$ cat config.mk
export PLATFORM = sky130hd
export DESIGN_NAME = fifo_uart_tx
export DESIGN_NICKNAME = d
export VERILOG_FILES = /design/src/rtl/fifo_uart_tx.sv
export SDC_FILE = /design/constraint.sdc
export NUM_CORES = 1
export LEC_CHECK = 0
export CORE_MARGIN = 1.5
export CORE_UTILIZATION = 35
export DETAILED_ROUTE_END_ITERATION = 16
export SYNTH_ARGS = -nofsm -noshare
export SYNTH_HDL_FRONTEND = slang
export SYNTH_SLANG_ARGS = --single-unit
$ cat constraint.sdc
create_clock -name clk -period 2.2 [get_ports clk]
set_input_delay 0.22 -clock clk [delete_from_list [all_inputs] [get_ports clk]]
set_output_delay 0.22 -clock clk [all_outputs]
set_load 0.02 [all_outputs]
$ cat src/rtl/fifo_uart_tx.sv
// fifo_uart_tx: pops one byte per frame from an upstream FIFO and sends it LSB-first on tx.
// Define UART_TX_PARITY_EN to add an even parity bit (11-bit frames); otherwise frames are 8N1.
module fifo_uart_tx #(
    parameter int CLKS_PER_BIT = 16
) (
    input  logic       clk,
    input  logic       rst,
    input  logic       tx_en,
    input  logic       fifo_empty,
    input  logic [7:0] fifo_dout,
    output logic       fifo_rd_en,
    output logic       tx,
    output logic       busy,
    output logic       frame_done
);
    localparam int CW = $clog2(CLKS_PER_BIT);
    localparam logic [CW-1:0] BAUD_LAST     = CW'(CLKS_PER_BIT - 1);
    localparam logic [CW-1:0] BAUD_PRE_LAST = CW'(CLKS_PER_BIT - 2);

`ifdef UART_TX_PARITY_EN
    typedef enum logic [2:0] {IDLE, FETCH, LOAD, START, DATA, PARITY, STOP} state_t;
`else
    typedef enum logic [2:0] {IDLE, FETCH, LOAD, START, DATA, STOP} state_t;
`endif

    state_t        state_reg, state_next;
    logic [7:0]    shift_reg, shift_next;
    logic [CW-1:0] baud_reg, baud_next;
    logic [2:0]    bit_reg, bit_next;
    logic          tx_reg, tx_next;
    logic          rd_reg, rd_next;
    logic          busy_reg, busy_next;
    logic          done_reg, done_next;
`ifdef UART_TX_PARITY_EN
    logic          parity_reg, parity_next;
`endif

    always_ff @(posedge clk or posedge rst) begin
        if (rst) begin
            state_reg <= IDLE;
            shift_reg <= '0;
            baud_reg  <= '0;
            bit_reg   <= '0;
            tx_reg    <= 1'b1;
            rd_reg    <= 1'b0;
            busy_reg  <= 1'b0;
            done_reg  <= 1'b0;
`ifdef UART_TX_PARITY_EN
            parity_reg <= 1'b0;
`endif
        end else begin
            state_reg <= state_next;
            shift_reg <= shift_next;
            baud_reg  <= baud_next;
            bit_reg   <= bit_next;
            tx_reg    <= tx_next;
            rd_reg    <= rd_next;
            busy_reg  <= busy_next;
            done_reg  <= done_next;
`ifdef UART_TX_PARITY_EN
            parity_reg <= parity_next;
`endif
        end
    end

    // Outputs are registered: each *_next is the value seen in the cycle after the edge.
    always_comb begin
        state_next = state_reg;
        shift_next = shift_reg;
        baud_next  = baud_reg;
        bit_next   = bit_reg;
        tx_next    = tx_reg;
        rd_next    = 1'b0;
        done_next  = 1'b0;
`ifdef UART_TX_PARITY_EN
        parity_next = parity_reg;
`endif
        unique case (state_reg)
            IDLE: begin
                if (tx_en && !fifo_empty) begin
                    state_next = FETCH;
                    rd_next    = 1'b1;
                end
            end
            FETCH: state_next = LOAD;
            LOAD: begin
                shift_next = fifo_dout;
`ifdef UART_TX_PARITY_EN
                parity_next = ^fifo_dout;
`endif
                baud_next  = '0;
                bit_next   = '0;
                tx_next    = 1'b0;
                state_next = START;
            end
            START: begin
                if (baud_reg == BAUD_LAST) begin
                    baud_next  = '0;
                    tx_next    = shift_reg[0];
                    state_next = DATA;
                end else begin
                    baud_next = baud_reg + 1'b1;
                end
            end
            DATA: begin
                if (baud_reg == BAUD_LAST) begin
                    baud_next  = '0;
                    shift_next = {1'b0, shift_reg[7:1]};
                    bit_next   = bit_reg + 3'd1;
                    if (bit_reg == 3'd7) begin
`ifdef UART_TX_PARITY_EN
                        tx_next    = parity_reg;
                        state_next = PARITY;
`else
                        tx_next    = 1'b1;
                        state_next = STOP;
`endif
                    end else begin
                        tx_next = shift_reg[1];
                    end
                end else begin
                    baud_next = baud_reg + 1'b1;
                end
            end
`ifdef UART_TX_PARITY_EN
            PARITY: begin
                if (baud_reg == BAUD_LAST) begin
                    baud_next  = '0;
                    tx_next    = 1'b1;
                    state_next = STOP;
                end else begin
                    baud_next = baud_reg + 1'b1;
                end
            end
`endif
            STOP: begin
                if (baud_reg == BAUD_LAST) begin
                    baud_next  = '0;
                    state_next = IDLE;
                end else begin
                    baud_next = baud_reg + 1'b1;
                    // registered pulse lands on the final stop-bit cycle
                    done_next = (baud_reg == BAUD_PRE_LAST);
                end
            end
            default: state_next = IDLE;
        endcase
        busy_next = (state_next != IDLE);
    end

    assign fifo_rd_en = rd_reg;
    assign tx         = tx_reg;
    assign busy       = busy_reg;
    assign frame_done = done_reg;
endmodule

==> results.py, run 1 <==
metrics = {
    "logic_synthesis": {
        "postSynthCellCount": 123,
        "synthArstFlopShare": 1.000,
        "synth_top_flop_cell": "dfrtp_1",
        "synth_area_leaders": "dfrtp_1 44%, mux2i_1 7.6%, a21oi_1 5.5%, nor2_1 4.4%, ha_1 4.2%",
        "ys_seq_elements": 22,
        "synth_edf_count": 0,
        "synth_top_cell_by_area": "dfrtp_1",
        "synth.cell_area_um2": 1186,
        "synth_fp_nets": 139,
        "yosysWarnings": 0,
        "yosysSeqAreaShare": 0.4652,
        "synthDistinctLibCells": 34,
        "synth_top_cell_area_share": 0.4430,
        "synthTopCellsByCount": "21 x dfrtp_1, 14 x nor2_1, 13 x a21oi_1, 9 x mux2i_1, 9 x o21ai_0",
        "syn_avg_cell_area_um2": 9.643,
        "synth.most_common_cell": "dfrtp_1",
    },
    "global_route": {
        "grt_usage": 0.1344,
        "use_met2": 0.2158,
        "grt_util_met1": 0.1715,
        "grt_max_degree": 23,
        "antenna_found_initial": 0,
        "grt_pass1_vias": 874,
        "grt-ovfl-total": 0,
        "use_met3": 0.04202,
        "top_usage_layer": "met2",
        "grt_pass1_wl_um": 3753,
    },
    "critical_path": {
        "crit_buf_inv": 1,
        "arrival_ns": 1.48,
        "cp_top_family": "buffers and inverters",
        "critical_path.max_fanout": 2,
        "critPathKind": "register to output pin",
        "cp-start-kind": "register",
        "crit_path_cell_trace": "clkdlybuf4s50_1",
        "crit_path_max_incr_delay_ns": 0.60,
        "required_ns": 1.98,
        "crit_slowest_cell": "clkdlybuf4s50_1",
        "cp-end-kind": "output pin",
    },
    "finish": {
        "syn_to_final_growth_pct": 19.94,
        "layout.nets": 155,
        "regArea_um2": 551.8,
        "stdcell_count": 182,
        "drive_gt1_frac": 0.08696,
        "largest_reg_flops": 8,
        "multi_input_area_um2": 568.0,
        "fillCellCount": 306,
        "n_antenna_cell": 0,
    },
    "sta": {
        "worst_slew_pin_slew_ns": 0.5932,
        "fin_skew_ns": 0.007484,
        "finalHoldViolCount": 0,
        "rsz0062_at_grt": "no",
        "setup_viol": 0,
        "post-route-worst-setup-slack_ns": 0.5023,
        "max_freq_mhz": 589.0,
        "tns_ns": 0,
        "period_minus_slack_ns": 1.698,
        "period_share": 0.7717,
        "slew_headroom": 0.6046,
        "drv_slew": 0,
    },
    "floorplan": {
        "die_area_um2": 3747,
        "die_w_um": 61.22,
        "fp.coreArea_um2": 3128,
        "die_y_um": 61.22,
        "io_pins": 16,
        "rows": 20,
        "start_util": 0.3792,
    },
    "clocking": {
        "htree_levels": 1,
        "cts-root-buf": "clkbuf_4",
        "cts_buffers": 3,
        "cts_setup_buffers": 0,
        "path_clk_slew_ns": 0.13,
        "clock-sinks": 22,
        "clk_latency_ns": 0.31,
        "ctsResizeCount": 0,
        "cts.path.max_buffers": 2,
        "cts_tree": "done",
        "cts_hold_buffers": 0,
    },
    "drt": {
        "drt_iter0_markers": 27,
        "ant_nets": 0,
        "vias": 901,
        "avgViaCountPerCell": 4.951,
        "drc": 0,
        "wl_um": 2170,
        "first_pass_iters": 4,
        "avgRoutedWirePerCell_um": 11.92,
    },
    "power_and_ir_drop": {
        "irDropWorstVdd_mv": 0.4045,
        "leakagePower_nw": 0.6868,
        "cellPowerDensity_nw_per_um2": 541.0,
    },
    "placement": {
        "numPortBuffers": 15,
        "hpwl_um": 1577,
        "place.gp.congestion": 0.8518,
        "dp_slack_ns": 0.5306,
        "placed_cells": 178,
    },
    "min_path": {
        "worstHoldPathType": "input pin to async pin",
    },
    "status": {
        "status": "completed",
    },
    "run": {
        "cap_violations": 0,
    },
}
cells in the final DEF, fill, tap and decap left out, drive strengths merged, types with 2 or more instances in the layout:
cell and count:
clkbuf 3, o21ai 10, dfrtp 21, a21oi 13, buf 3, nand3 6
a21o 2, a211oi 2, ha 4, mux2i 9, nor2 15, clkdlybuf4s50 15
inv 6, nor2b 3, nand2 8, nand2b 2, and3 2
cell families (layout without fill, tap and decap cells):
family	Yosys count	after routing	share of synthesized area
AND/OR/NAND/NOR	41	41	0.1741
AO/OA/AOI/OAI	33	33	0.1772
flip-flops	22	22	0.4652
buffers and inverters	13	28	0.05590
multiplexers	10	10	0.08545
adder cells (fa/ha/maj)	4	4	0.04220
per-stage QoR:
| step | hold slack (ns) | area (um^2) | util | power (mW) |
|---|---|---|---|---|
| after floorplan | 0.2085 | 1186 | - | 0.4380 |
| after global placement | 0.4673 | 1370 | 0.4380 | 0.4646 |
| after detailed placement | 0.4764 | 1370 | 0.4380 | 0.4655 |
| after CTS | 0.2186 | 1423 | 0.4548 | 0.7813 |
| after global routing | 0.2647 | 1423 | 0.4548 | 0.7976 |
| final | 0.2135 | 1423 | 0.4548 | 0.7696 |
per-layer routing:
layer,share of wire,vias up,wire length (um)
li1,-,463,-
met4,0.0083,0,18
met1,0.49,418,1070
met3,0.036,2,78
met2,0.46,18,1003
met5,0,-,0
final timing paths:
| path | start | endpoint | slack (ns) | cells after the start |
|---|---|---|---|---|
| min | rst | shift_reg[6] | 0.21 | 3 |
| min in group clk | fifo_dout[7] | shift_reg[7] | 0.48 | 3 |
| max in group asynchronous | rst | tx | 1.71 | 3 |
| max | tx | tx | 0.50 | 1 |
| max reg2reg | baud_reg[1] | shift_reg[6] | 0.51 | 6 |
| min reg2reg | bit_reg[0] | bit_reg[0] | 0.49 | 1 |
power breakdown:
part,internal [mW],switching (mW)
clock network,0.184,0.129
registers,0.412,0.00446
logic,0.0248,0.0149
total,0.621,0.148
final cells by class:
type | count | share of cell area
Multi-Input combinational cell | 88 | 0.3993
Sequential cell | 22 | 0.3879
Timing Repair Buffer | 18 | 0.1214
Tap cell | 44 | 0.03870
Clock inverter | 1 | 0.02111
Clock buffer | 3 | 0.01583
Inverter | 6 | 0.01583
Note: power is estimated with default switching activity, not from simulation.
==> inputs of run 2 (changes only) <==
Clock period 2.2 ns to 1.45 ns, I/O delays scaled along.
==> run 2 against run 1 <==
Effect of this change:
- the run now ends with setup timing left
- sequential share of layout area down 6.8 points
- global-route usage up 0.28 points
- via count up 8.3%
- sequential power up 53%
- routed wire length up 18%
- utilization up 10 points
- critical path type is now register to register
- critical endpoint is now shift_reg[6]
- highest routed layer unchanged
==> results.py, run 2 (synthesized netlist as in run 1, its figures left out) <==
metrics = {
    "status": {
        "status": "finished, violations left",
        "violations": "setup timing",
    },
    "sta": {
        "period_minus_slack_ns": 1.467,
        "setup_viol": 4,
        "holdWs_ns": 0.1467,
        "slew_headroom": 0.7775,
        "tns_ns": -0.04429,
        "drv_slew": 0,
        "worst_slew_pin_slew_ns": 0.3329,
        "finalHoldViolCount": 0,
        "rsz0062_at_grt": "yes",
        "fin_skew_ns": 0.005398,
        "max_freq_mhz": 681.5,
        "post-route-worst-setup-slack_ns": -0.01725,
        "period_share": 1.012,
    },
    "drt": {
        "avgViaCountPerCell": 4.980,
        "first_pass_iters": 4,
        "drt_iter0_markers": 6,
        "vias": 976,
        "drc": 0,
        "wl_um": 2571,
        "ant_nets": 0,
        "avgRoutedWirePerCell_um": 13.12,
    },
    "clocking": {
        "path_clk_slew_ns": 0.13,
        "htree_levels": 1,
        "cts.path.max_buffers": 2,
        "cts_tree": "done",
        "cts_hold_buffers": 0,
        "clock-sinks": 22,
        "clk_latency_ns": 0.31,
        "cts-root-buf": "clkbuf_4",
        "cts_buffers": 3,
    },
    "floorplan": {
        "rows": 20,
        "die_w_um": 61.22,
        "die_area_um2": 3747,
        "die_y_um": 61.22,
        "fp.coreArea_um2": 3128,
        "io_pins": 16,
        "start_util": 0.3792,
    },
    "finish": {
        "layout.nets": 169,
        "mostFrequentLayoutCell": "dfrtp_1",
        "n_antenna_cell": 0,
        "largest_reg_flops": 8,
        "stdcell_count": 196,
        "drive_gt1_frac": 0.3750,
        "syn_to_final_growth_pct": 46.52,
        "mostFrequentLayoutCells": "18 x dfrtp_1, 14 x clkdlybuf4s50_1, 12 x buf_4",
        "final_cell_area_um2": 1738,
    },
    "global_route": {
        "grt_usage": 0.1372,
        "grt_pass1_wl_um": 3788,
        "antenna_found_initial": 0,
        "grt_pass1_vias": 900,
        "grt-ovfl-total": 0,
        "grt_max_degree": 23,
    },
    "critical_path": {
        "cp-start-kind": "register",
        "worstRegToRegCells": 7,
        "cp-end-kind": "register",
        "critPathKind": "register to register",
        "arrival_ns": 1.72,
        "required_ns": 1.70,
        "critical_path.max_fanout": 5,
    },
    "power_and_ir_drop": {
        "total_power_mw": 1.179,
        "irDropWorstVdd_mv": 0.3452,
        "leakagePower_nw": 0.8202,
        "cellPowerDensity_nw_per_um2": 678.3,
    },
    "placement": {
        "numPortBuffers": 15,
        "dpl_cell_area_um2": 1463,
        "placed_cells": 187,
        "place.gp.congestion": 0.7592,
        "hpwl_um": 1619,
    },
    "min_path": {
        "worstHoldPathType": "input pin to async pin",
    },
    "run": {
        "cap_violations": 0,
    },
}
run 2: what timing repair did:
item                                    in CTS  in global routing
gates cloned                                 0                  2
resized for setup                            1                 41
endpoints found under the setup margin       1                  9
pin swaps                                    0                  8
setup buffers                                0                  3
run 2: final timing paths:
kind | start | endpoint | slack [ns]
setup / recovery | baud_reg[1] | shift_reg[6] | -0.02
hold / removal | rst | baud_reg[1] | 0.15
hold reg to reg | bit_reg[0] | bit_reg[0] | 0.49
setup reg to reg | baud_reg[1] | shift_reg[6] | -0.02
max in group asynchronous | rst | tx | 1.02
min in group clk | fifo_dout[7] | shift_reg[7] | 0.43
run 2: final cells by class:
| type | count | area [um^2] |
|---|---|---|
| fillers | 279 | 1390 |
| inverters | 6 | 22.52 |
| well taps | 44 | 55.05 |
| flip-flops and latches | 22 | 555.5 |
| clock buffers | 3 | 22.52 |
| repair buffers | 32 | 331.6 |
| multi-input cells | 88 | 720.7 |
| clock inverters | 1 | 30.03 |
run 2: critical path, cell delays in order (launching register included):
cell,delay (ns)
dfrtp_1,0.42
ha_4,0.19
a41oi_4,0.11
a211oi_4,0.24
buf_6,0.16
clkbuf_16,0.16
nor2_4,0.04
a21oi_2,0.09
run 2: per-layer routing:
metal,vias up,wire [um],global-route usage,share of wire
met5,-,0,0,0
met4,0,29,0.05901,0.011
met3,4,41,0.02731,0.016
met2,11,1306,0.2264,0.51
met1,474,1193,0.1748,0.46
li1,487,-,-,-
run 2: where the power goes:
group	switching, mW	internal [mW]	total [mW]
registers	0.00998	0.626	0.636
logic	0.0247	0.0403	0.0650
clock network	0.199	0.279	0.478
run 2: per-stage QoR:
step | utilization | setup WS (ns)
2_1_floorplan | - | 0.01392
3_3_place_gp | 0.4676 | 0.04968
3_5_place_dp | 0.4676 | 0.01907
4_1_cts | 0.4840 | 0.004890
5_1_grt | 0.5556 | -0.05859
6_report | 0.5556 | -0.01725
==> inputs of run 3 (changes only) <==
Settings changed: CORE_MARGIN 1.5 to 3.
==> run 3 against run 2 <==
Effect of this change:
- the flow still finishes with violations (setup timing)
- via count up 4.1%
- cell area down 4.1%
- non-clock buffer count up 2
- utilization down 2.7 points
- global-route usage down 0.82 points
- worst setup slack worse by 0.060 ns
- fmax down 3.9%
- sequential power about the same
- power down 15%
- critical path type unchanged
- largest power group unchanged
==> results.py, run 3 (synthesized netlist as in run 1, its figures left out) <==
metrics = {
    "finish": {
        "n_antenna_cell": 0,
        "mostFrequentLayoutCell": "dfrtp_1",
        "largest_reg_flops": 8,
        "layout.nets": 171,
        "final_cell_area_um2": 1667,
        "drive_gt1_frac": 0.3117,
        "syn_to_final_growth_pct": 40.51,
        "mostFrequentLayoutCells": "19 x dfrtp_1, 14 x buf_4, 13 x clkdlybuf4s50_1",
    },
    "clocking": {
        "cts_buffers": 3,
        "clock-sinks": 22,
        "cts-root-buf": "clkbuf_4",
        "htree_levels": 1,
        "path_clk_slew_ns": 0.14,
        "cts_hold_buffers": 0,
        "clk_latency_ns": 0.32,
        "cts_tree": "done",
        "cts.path.max_buffers": 2,
    },
    "drt": {
        "vias": 1016,
        "avgRoutedWirePerCell_um": 13.89,
        "drt_iter0_markers": 50,
        "first_pass_iters": 4,
        "wl_um": 2750,
        "avgViaCountPerCell": 5.131,
        "ant_nets": 0,
        "drc": 0,
    },
    "floorplan": {
        "die_area_um2": 4124,
        "io_pins": 16,
        "die_y_um": 64.22,
        "start_util": 0.3762,
        "die_w_um": 64.22,
        "rows": 20,
        "fp.coreArea_um2": 3153,
    },
    "sta": {
        "fin_skew_ns": 0.01629,
        "period_minus_slack_ns": 1.527,
        "period_share": 1.053,
        "finalHoldViolCount": 0,
        "drv_slew": 0,
        "setup_viol": 13,
        "rsz0062_at_grt": "yes",
        "worst_slew_pin_slew_ns": 0.3145,
        "slew_headroom": 0.7898,
        "post-route-worst-setup-slack_ns": -0.07721,
        "tns_ns": -0.5776,
        "max_freq_mhz": 654.8,
    },
    "placement": {
        "hpwl_um": 1787,
        "dp_slack_ns": -0.006766,
        "numPortBuffers": 15,
        "place.gp.congestion": 0.7776,
        "dpl_cell_area_um2": 1463,
    },
    "global_route": {
        "grt_pass1_wl_um": 4215,
        "grt_pass1_vias": 965,
        "grt_max_degree": 20,
        "grt_usage": 0.1290,
        "antenna_found_initial": 0,
        "grt-ovfl-total": 0,
    },
    "critical_path": {
        "crit_buf_inv": 2,
        "critPathKind": "register to register",
        "cp_top_family": "compound AO/OA/AOI/OAI gates",
        "crit_path_cell_trace": "ha_4, a41oi_4, a211oi_4, buf_12, buf_12, nor2_4, a21oi_2",
        "cp-start-kind": "register",
        "required_ns": 1.69,
        "crit_slowest_cell": "dfrtp_1",
        "path_common_cell": "buf_12",
        "crit_path_max_incr_delay_ns": 0.42,
        "cp-end-kind": "register",
        "arrival_ns": 1.77,
        "critical_path.max_fanout": 5,
    },
    "min_path": {
        "worstHoldPathType": "input pin to async pin",
    },
    "run": {
        "cap_violations": 0,
    },
    "power_and_ir_drop": {
        "total_power_mw": 1.007,
        "irDropWorstVdd_mv": 0.2862,
        "cellPowerDensity_nw_per_um2": 604.1,
        "leakagePower_nw": 0.7943,
    },
    "status": {
        "status": "finished, violations left",
        "violations": "setup timing",
    },
}
run 3: metrics by stage:
| step | instances | utilization | hold slack (ns) |
|---|---|---|---|
| after floorplan | 123 | - | 0.1335 |
| after detailed placement | 187 | 0.4639 | 0.4061 |
| after CTS | 191 | 0.4734 | 0.02994 |
| after global routing | 198 | 0.5286 | 0.02621 |
| after global placement | 187 | 0.4639 | 0.4031 |
| final | 198 | 0.5286 | 0.03069 |
run 3: worst paths after layout:
kind,slack (ns),from,endpoint,cells past startpoint
setup reg to reg,-0.08,baud_reg[0],shift_reg[1],7
max in group asynchronous,0.98,rst,shift_reg[0],3
hold / removal,0.03,rst,shift_reg[7],2
min in group clk,0.38,fifo_dout[7],shift_reg[7],3
setup / recovery,-0.08,baud_reg[0],shift_reg[1],7
hold reg to reg,0.49,bit_reg[0],bit_reg[0],1
run 3: power breakdown:
part           switching [mW]  internal, mW  leakage [nW]
Clock                   0.197         0.108        0.0150
Sequential             0.0100         0.626         0.252
Combinational          0.0260        0.0407         0.527
Total                   0.233         0.774         0.794
run 3: area by class of cell:
| cell class | count | area [um^2] |
|---|---|---|
| multi-input cells | 88 | 674.4 |
| repair buffers | 34 | 334.1 |
| fillers | 297 | 1486 |
| clock buffers | 4 | 26.28 |
| inverters | 6 | 22.52 |
| flip-flops and latches | 22 | 554.3 |
| well taps | 44 | 55.05 |
run 3: worst register-to-register path: stages, from the launching register on:
cell	delay [ns]
dfrtp_1	0.42
ha_4	0.18
a41oi_4	0.13
a211oi_4	0.28
buf_12	0.16
buf_12	0.13
nor2_4	0.04
a21oi_2	0.11
run 3: routing by layer:
layer | up-vias | GRT usage | share of wire
li1 | 490 | - | -
met1 | 483 | 0.1679 | 0.43
met5 | - | 0 | 0
met4 | 0 | 0.05805 | 0.019
met2 | 37 | 0.2039 | 0.48
met3 | 6 | 0.02812 | 0.063
run 3: what timing repair did:
item	in CTS	in global routing
gates cloned	0	0
endpoints found under the setup margin	2	15
setup buffers	0	7
pin swaps	0	5
resized for setup	2	37
